**src/rtl/uart_tx_arbiter.sv**
```systemverilog
// rtl/uart_tx_arbiter.sv - round-robin scheduler sharing one UART transmitter between byte producers
module uart_tx_arbiter #(
  parameter int NUM_REQ        = 4,
  parameter int GAP_CYCLES     = 0,
  parameter int TIMEOUT_CYCLES = 200000
) (
  input  logic                       clk,
  input  logic                       reset,
  input  logic [NUM_REQ-1:0]         req_valid,
  input  logic [NUM_REQ*8-1:0]       req_data,
  output logic [NUM_REQ-1:0]         req_ready,
  output logic                       o_start,
  output logic [7:0]                 o_tx_data,
  input  logic                       i_tx_done,
  output logic                       o_busy,
  output logic [$clog2(NUM_REQ)-1:0] o_grant_id,
  output logic                       o_timeout
);

  localparam int ID_W  = $clog2(NUM_REQ);
  localparam int WD_W  = (TIMEOUT_CYCLES > 2) ? $clog2(TIMEOUT_CYCLES) : 1;
  localparam int GAP_W = (GAP_CYCLES > 0) ? $clog2(GAP_CYCLES + 1) : 1;
  localparam logic [WD_W-1:0]  WD_LAST  = WD_W'(TIMEOUT_CYCLES - 1);
  localparam logic [GAP_W-1:0] GAP_LAST = GAP_W'((GAP_CYCLES > 0) ? GAP_CYCLES - 1 : 0);

  typedef enum logic [2:0] {IDLE, ACCEPT, START, WAIT_DONE, GAP} state_t;

  state_t             state;
  logic [ID_W-1:0]    last;
  logic [ID_W-1:0]    win;
  logic [ID_W-1:0]    idx;
  logic [WD_W-1:0]    wd_cnt;
  logic [GAP_W-1:0]   gap_cnt;
  logic [7:0]         data_arr [NUM_REQ];

  always_comb begin
    for (int i = 0; i < NUM_REQ; i++) begin
      data_arr[i] = req_data[8*i +: 8];
    end
  end

  // Scan from farthest to nearest so the requester right after 'last' ends up winning.
  always_comb begin
    win = last;
    idx = '0;
    for (int k = NUM_REQ; k >= 1; k--) begin
      idx = ID_W'((int'(last) + k) % NUM_REQ);
      if (req_valid[idx]) begin
        win = idx;
      end
    end
  end

  always_ff @(posedge clk or posedge reset) begin
    if (reset) begin
      state      <= IDLE;
      last       <= ID_W'(NUM_REQ - 1);
      wd_cnt     <= '0;
      gap_cnt    <= '0;
      req_ready  <= '0;
      o_start    <= 1'b0;
      o_tx_data  <= '0;
      o_busy     <= 1'b0;
      o_grant_id <= '0;
      o_timeout  <= 1'b0;
    end else begin
      req_ready <= '0;
      o_start   <= 1'b0;
      o_timeout <= 1'b0;
      case (state)
        IDLE: begin
          if (|req_valid) begin
            state      <= ACCEPT;
            o_busy     <= 1'b1;
            o_grant_id <= win;
            last       <= win;
            o_tx_data  <= data_arr[win];
            req_ready  <= {{(NUM_REQ-1){1'b0}}, 1'b1} << win;
          end
        end
        ACCEPT: begin
          state   <= START;
          o_start <= 1'b1;
        end
        START: begin
          wd_cnt <= '0;
          state  <= WAIT_DONE;
        end
        WAIT_DONE: begin
          // A done arriving on the last allowed cycle still counts as a normal completion.
          if (i_tx_done) begin
            if (GAP_CYCLES > 0) begin
              gap_cnt <= '0;
              state   <= GAP;
            end else begin
              o_busy <= 1'b0;
              state  <= IDLE;
            end
          end else if (wd_cnt == WD_LAST) begin
            o_timeout <= 1'b1;
            o_busy    <= 1'b0;
            state     <= IDLE;
          end else begin
            wd_cnt <= wd_cnt + 1'b1;
          end
        end
        GAP: begin
          if (gap_cnt == GAP_LAST) begin
            o_busy <= 1'b0;
            state  <= IDLE;
          end else begin
            gap_cnt <= gap_cnt + 1'b1;
          end
        end
        default: begin
          o_busy <= 1'b0;
          state  <= IDLE;
        end
      endcase
    end
  end

endmodule
```
**config.mk**
```make
export PLATFORM = sky130hd
export DESIGN_NAME = uart_tx_arbiter
export DESIGN_NICKNAME = d
export VERILOG_FILES = /design/src/rtl/uart_tx_arbiter.sv
export SDC_FILE = /design/constraint.sdc
export NUM_CORES = 1
export LEC_CHECK = 0
export CAP_MARGIN = 20
export CORE_ASPECT_RATIO = 0.9
export CORE_MARGIN = 4
export CORE_UTILIZATION = 36
export CTS_CLUSTER_DIAMETER = 120
export DETAILED_ROUTE_END_ITERATION = 10
export HOLD_SLACK_MARGIN = 0.03
export PLACE_DENSITY = 0.72
export SYNTH_ARGS = -nofsm -noshare
export SYNTH_HDL_FRONTEND = slang
export SYNTH_SLANG_ARGS = --single-unit
```
**constraint.sdc**
```tcl
create_clock -name clk -period 2.3 [get_ports clk]
set_input_delay 0.345 -clock clk [delete_from_list [all_inputs] [get_ports clk]]
set_output_delay 0.345 -clock clk [all_outputs]
set_load 0.005 [all_outputs]
```
# [After elaboration in Yosys (flattened, before gate mapping)]
# Index checks and enable logic that the tools add are counted.
[word_totals] reg_bits=41
[op_classes] n_lt_le_gt_ge=5 n_mux=35 n_addsub=6 n_bitwise=2 shifts=1 eq_ne=10 reduce_logical=8
[ops] operator="2-to-1 mux 18 bit" n=2
[ops] operator="one-hot mux 18 bit (2 select lines)" n=1
[ops] operator="adder 18 x 1 -> 18 bit, second input constant" n=1
[ops] operator="== test 18 bit, second input constant" n=1
[ops] operator="binary-select mux 8 bit (select 2 bit)" n=1
[ops] operator="2-to-1 mux 8 bit" n=2
[ops] operator="one-hot mux 3 bit (5 select lines)" n=1
[ops] operator="2-to-1 mux 1 bit" n=13
[ops] operator="< comparator 2 x 3 -> 1 bit, second input constant" n=4
[ops] operator="2-to-1 mux 3 bit" n=4
[ops] operator="binary-select mux 1 bit (select 2 bit)" n=4
[ops] operator="2-to-1 mux 2 bit" n=4
[ops] operator="2-to-1 mux 4 bit" n=2
[ops] operator="!= test 2 bit, second input constant" n=4
[ops] operator="== test 3 x 2 -> 1 bit, second input constant" n=2
[ops] operator="AND reduction 3 bit" n=2
[ops] operator="adder 2 x 1 -> 2 bit, second input constant" n=2
[ops] operator="adder 2 bit, second input constant" n=2
[ops] operator="one-hot mux 1 bit (4 select lines)" n=1
[ops] operator="AND reduction 4 bit" n=1
[ops] operator="OR reduction 4 bit" n=1
[ops] operator="left shift 1 x 2 -> 4 bit, first input constant" n=1
[ops] operator="== test 3 x 1 -> 1 bit, second input constant" n=1
[ops] operator="== test 3 bit, second input constant" n=1
[ops] operator="other kinds (9)" n=9

# [Longest topological paths before layout]
# Gate-level depths: netlist of the first run.
[logic_depth] ltp_word=11 mapped_depth=8 ltp_nobuf=7

# [Worst setup path before layout of the first run]
# No wires, ideal clock.
[synth_path] kind="register -> register" start="reg last[0]" end="reg o_tx_data[0]" setup_slack_ns=0.478 arrival_ns=1.728 required_ns=2.206 path_buffers=3 synth_period_minus_slack_ns=1.822 stages_incl_launch_ff=8 path_cell_list="dfstp_2 -> or3b_1 -> buf_2 -> and3_1 -> buf_2 -> buf_6 -> mux2i_1 -> a211oi_1"
[synth_between] elab_chain_cells=11 word_cells_on_any_way=20 cone_classes="add/sub (4); mux (15); bitwise (1)"
[synth_lines] element="start: declaration" line="29" rtl="logic [ID_W-1:0] last;"
[synth_lines] element="start signal: assignment" line="57" rtl="last <= ID_W'(NUM_REQ - 1);"
[synth_lines] element="start signal: assignment" line="76" rtl="last <= win;"
[synth_lines] element="adder 2 x 1 -> 2 bit" line="47" rtl="idx = ID_W'((int'(last) + k) % NUM_REQ);"
[synth_lines] element="binary-select mux 1 bit (select 2 bit)" line="48" rtl="if (req_valid[idx]) begin"
[synth_lines] element="2-to-1 mux 1 bit (not written as such)" line="48"
[synth_lines] element="2-to-1 mux 2 bit (3 in a row)" line="48"
[synth_lines] element="2-to-1 mux 2 bit *" line="48"
[synth_lines] element="inverter 2 -> 3 bit (not written as such) *" line="77" rtl="o_tx_data <= data_arr[win];"
[synth_lines] element="binary-select mux 8 bit (select 2 bit) *" line="77"
[synth_lines] element="2-to-1 mux 8 bit (not written as such) * (2 in a row)" line="77"
[synth_lines] element="end signal: assignment" line="77"
[synth_lines] element="end: declaration" line="13" rtl="output logic [7:0] o_tx_data,"
# Every way passes the cells marked *; elsewhere a longest branch is shown, timed or not. The select of a mux whose other input is x is not followed.
# A chain may end at the register's enable or synchronous reset.

# [Worst setup path after layout of the first run]
[layout_path] start="reg wd_cnt[0]" end="reg state[1]"
[layout_between] elab_chain_cells=3
[layout_lines] element="start: declaration" line="32" rtl="logic [WD_W-1:0] wd_cnt;"
[layout_lines] element="start signal: assignment" line="104" rtl="wd_cnt <= wd_cnt + 1'b1;"
[layout_lines] element="== test 18 bit" line="99" rtl="end else if (wd_cnt == WD_LAST) begin"
[layout_lines] element="!= test 3 bit (no source line)"
[layout_lines] element="AND reduction 3 bit (no source line)"
[layout_lines] element="end signal: assignment" line="97" rtl="state <= IDLE;"
[layout_lines] element="end signal: assignment" line="102" rtl="state <= IDLE;"
[layout_lines] element="end signal: assignment" line="110" rtl="state <= IDLE;"
[layout_lines] element="end: declaration" line="28" rtl="state_t state;"
# Every way passes these cells.

==> results of run 1 <==
## final timing paths
path	from	to	slack [ns]	depth (start not counted)
max	wd_cnt[0]$_DFFE_PP0P_	state[1]$_DFFE_PP0P_	0.30	6
min	reset	req_ready[0]$_DFF_PP0_	0.46	3
max reg2reg	wd_cnt[0]$_DFFE_PP0P_	state[1]$_DFFE_PP0P_	0.30	6
min reg2reg	o_grant_id[1]$_DFFE_PP0P_	o_grant_id[1]$_DFFE_PP0P_	0.50	1
max in group asynchronous	reset	last[0]$_DFFE_PP1P_	1.47	3
min in group clk	o_grant_id[1]$_DFFE_PP0P_	o_grant_id[1]$_DFFE_PP0P_	0.50	1
## flip-flops by register name, summed over array words and instances (netlist names), 2 cells and up
name / cells
o_tx_data: 8
wd_cnt: 18
last: 2
o_grant_id: 2
state: 2
req_ready: 4
## per-stage QoR
step | cell area, um2 | instances
floorplan | 2170 | 222
global placement | 2830 | 346
detailed placement | 2830 | 346
CTS | 2970 | 354
global route | 2970 | 354
finish | 2970 | 354
## logic make-up after synthesis
kind of cell	count (synthesis)	synth area share (%)
AOI/OAI and AO/OA	48	16.0
xor gates and xnor gates	7	2.82
adders and majority gates	6	3.45
buffers and inverters	14	3.45
DFF	39	45.0
muxes	11	5.29
and+or+nand+nor	97	24.0
## synth_stat cells (2+ instances only)
| cell type | number |
|---|---|
| buf_4 | 3 |
| o2111ai_1 | 2 |
| a21oi_1 | 5 |
| nor2b_1 | 4 |
| or4_1 | 2 |
| o21ai_0 | 5 |
| and3_1 | 4 |
| o211ai_1 | 6 |
| buf_2 | 3 |
| nand4_1 | 4 |
| a211oi_1 | 16 |
| nor2_1 | 22 |
| dfrtp_1 | 37 |
| clkbuf_1 | 2 |
| dfstp_2 | 2 |
| nor3_1 | 11 |
| ha_1 | 6 |
| nor4_2 | 2 |
| inv_1 | 4 |
| nand2_1 | 22 |
| nand2b_1 | 4 |
| o31ai_1 | 3 |
| o21a_1 | 5 |
| xor2_1 | 5 |
| and2_1 | 2 |
| nor4b_2 | 2 |
| a21o_1 | 2 |
| xnor2_1 | 2 |
| nand3_1 | 8 |
| mux2i_1 | 10 |
## layout make-up
class / instances / area share, %
clock buffer: 5 / 2.32
clock inverter: 3 / 2.28
inverter: 4 / 0.506
multi-input combinational: 169 / 37.8
sequential: 39 / 33.0
tap: 70 / 2.95
timing repair buffer: 64 / 21.2
## report_power, final
group,switching [mW],internal [mW]
Sequential,0.136,0.884
Clock,0.247,0.433
Combinational,0.648,0.696
Total,1.03,2.01
## critical path: cells and delay by family, from the launching register on
kind,cells,cell delay (ns)
mux,1,0.31
compound gates,1,0.43
fa+ha+maj,1,0.22
flops,1,0.44
simple gates,3,0.48
## placed cells by master (no fill, tap or decap), drive strengths merged, types with 2 or more instances in the layout
cell	n
clkbuf	5
nor2b	4
inv	4
and3	4
a21o	2
dfstp	2
o2111ai	2
o21ai	7
ha	6
nand4	4
a211oi	16
nand3	9
a21oi	5
xor2	5
o31ai	3
o21a	5
nor2	23
bufinv	2
buf	9
clkdlybuf4s50	55
nor4	3
o211ai	6
nor3	12
dfrtp	37
or4	2
nor4b	2
xnor2	2
mux2i	10
nand2b	4
and2	2
nand2	23
## routing by layer
| layer | vias to the layer above | routed length (um) | share of wire [%] |
|---|---|---|---|
| met1 | 878 | 2150 | 42 |
| met5 | - | 0 | 0 |
| met3 | 4 | 507 | 9.9 |
| li1 | 928 | - | - |
| met4 | 0 | 38 | 0.74 |
| met2 | 60 | 2410 | 47 |
==> impl_metrics.json, run 1 <==
{
  "grt.busiest_layer": "met2",
  "synth_area_leaders": "dfrtp_1 43%, a211oi_1 5.5%, mux2i_1 4.6%",
  "cpMaxStageDelayCell": "dfrtp_1",
  "initialDrtViolationCount": 118,
  "hp-class": "in -> async",
  "cts_resized": 0,
  "ant_nets": 0,
  "synth.distinct_cells": 47,
  "nNetsFinal": 328,
  "diodes": 0,
  "tightest_slew_ns": 0.624,
  "cts.sinks": 39,
  "startpoint_type": "register",
  "die_area_um2": 7350,
  "hold_violations": 0,
  "relSlewSlack_pct": 58.4,
  "io_pins": 56,
  "grt_max_degree": 40,
  "grt_usage_pct": 14.8,
  "power_density_nw_per_um2": 1030,
  "rows": 26,
  "status": "complete, no violations",
  "finalCritPeriodShare_pct": 87.0,
  "path_clk_slew_ns": 0.08,
  "numCtsBuffers": 5,
  "post-place-ws_ns": 0.153,
  "finalSetupTns_ns": 0,
  "grt_pass1_wl_um": 8790,
  "yosysTopAreaCellShare_pct": 42.6,
  "grt.overflow.total": 0,
  "period_minus_slack_ns": 2.00,
  "routed_wl_um": 5110,
  "dieHeight_um": 81.7,
  "final-seq-area_um2": 978,
  "worst_skew_pair.late_latency_ns": 0.29,
  "multi_input_area_um2": 1120,
  "drcViolationCount": 0,
  "antenna_found_initial": 0,
  "final_util_pct": 51.6,
  "via_count": 1870,
  "cp-end-kind": "register",
  "drv_cap": 0,
  "yosys_most_used_dff": "dfrtp_1",
  "post_drt_wl_per_cell_um": 14.4,
  "crit_fanout": 18,
  "use_met3_pct": 6.59,
  "cts-root-buf": "clkbuf_8",
  "use_met1_pct": 16.2,
  "ys_async_sr_fraction_pct": 100,
  "syn_area_um2": 2170,
  "hold_ws_ns": 0.458,
  "drive_above_1_share_pct": 10.2,
  "synthCells": 222,
  "cts_tree": "done",
  "cp.required_ns": 2.48,
  "syn-num-nets": 267,
  "clockBufferDepth": 2,
  "grt_pass1_vias": 1947,
  "via_per_inst": 5.28,
  "slew_viol_final": 0,
  "io_buffers": 55,
  "place_hpwl_um": 3850,
  "yosysWarnings": 0,
  "max_freq_mhz": 500,
  "postCtsSetupRepairBufs": 0,
  "synth.yosys.seq_area_share_pct": 45.0,
  "avgSynthCellArea_um2": 9.80,
  "dr.pass1.iters": 4,
  "rsz0062_at_grt": "false",
  "die_x_um": 89.9,
  "synth-edff-count": 0,
  "area_growth_pct": 36.5,
  "leakage_nw": 1.25,
  "crit_chain": "ha_1 > nand2_1 > or2_1 > o21ai_4 > nand2_2 > mux2_4",
  "yosys.area.top_type": "dfrtp_1",
  "worst_slack_ns": 0.299,
  "cts_max_level": 2,
  "setup_viol": 0,
  "fillCellCount": 526,
  "crit_path_max_incr_delay_ns": 0.44,
  "criticalPathCategory": "reg -> reg",
  "power_mw": 3.04,
  "met2_usage_pct": 26.2,
  "start_util_pct": 37.8,
  "arrival_ns": 2.18,
  "finClkSkew_ns": 0.00629,
  "core_area_um2": 5760,
  "postCtsHoldBufs": 0,
  "gp_congestion": 0.845,
  "irDropWorstVdd_uv": 481,
  "synth-seq-cells": 39
}
Note: power is estimated with default switching activity, not from simulation.
==> run 2: changes to the inputs <==
- CTS_BUF_LIST: default -> sky130_fd_sc_hd__clkbuf_8
==> results of run 2 <==
Same layout as run 1: the final DEF is identical, and so are final timing and power.
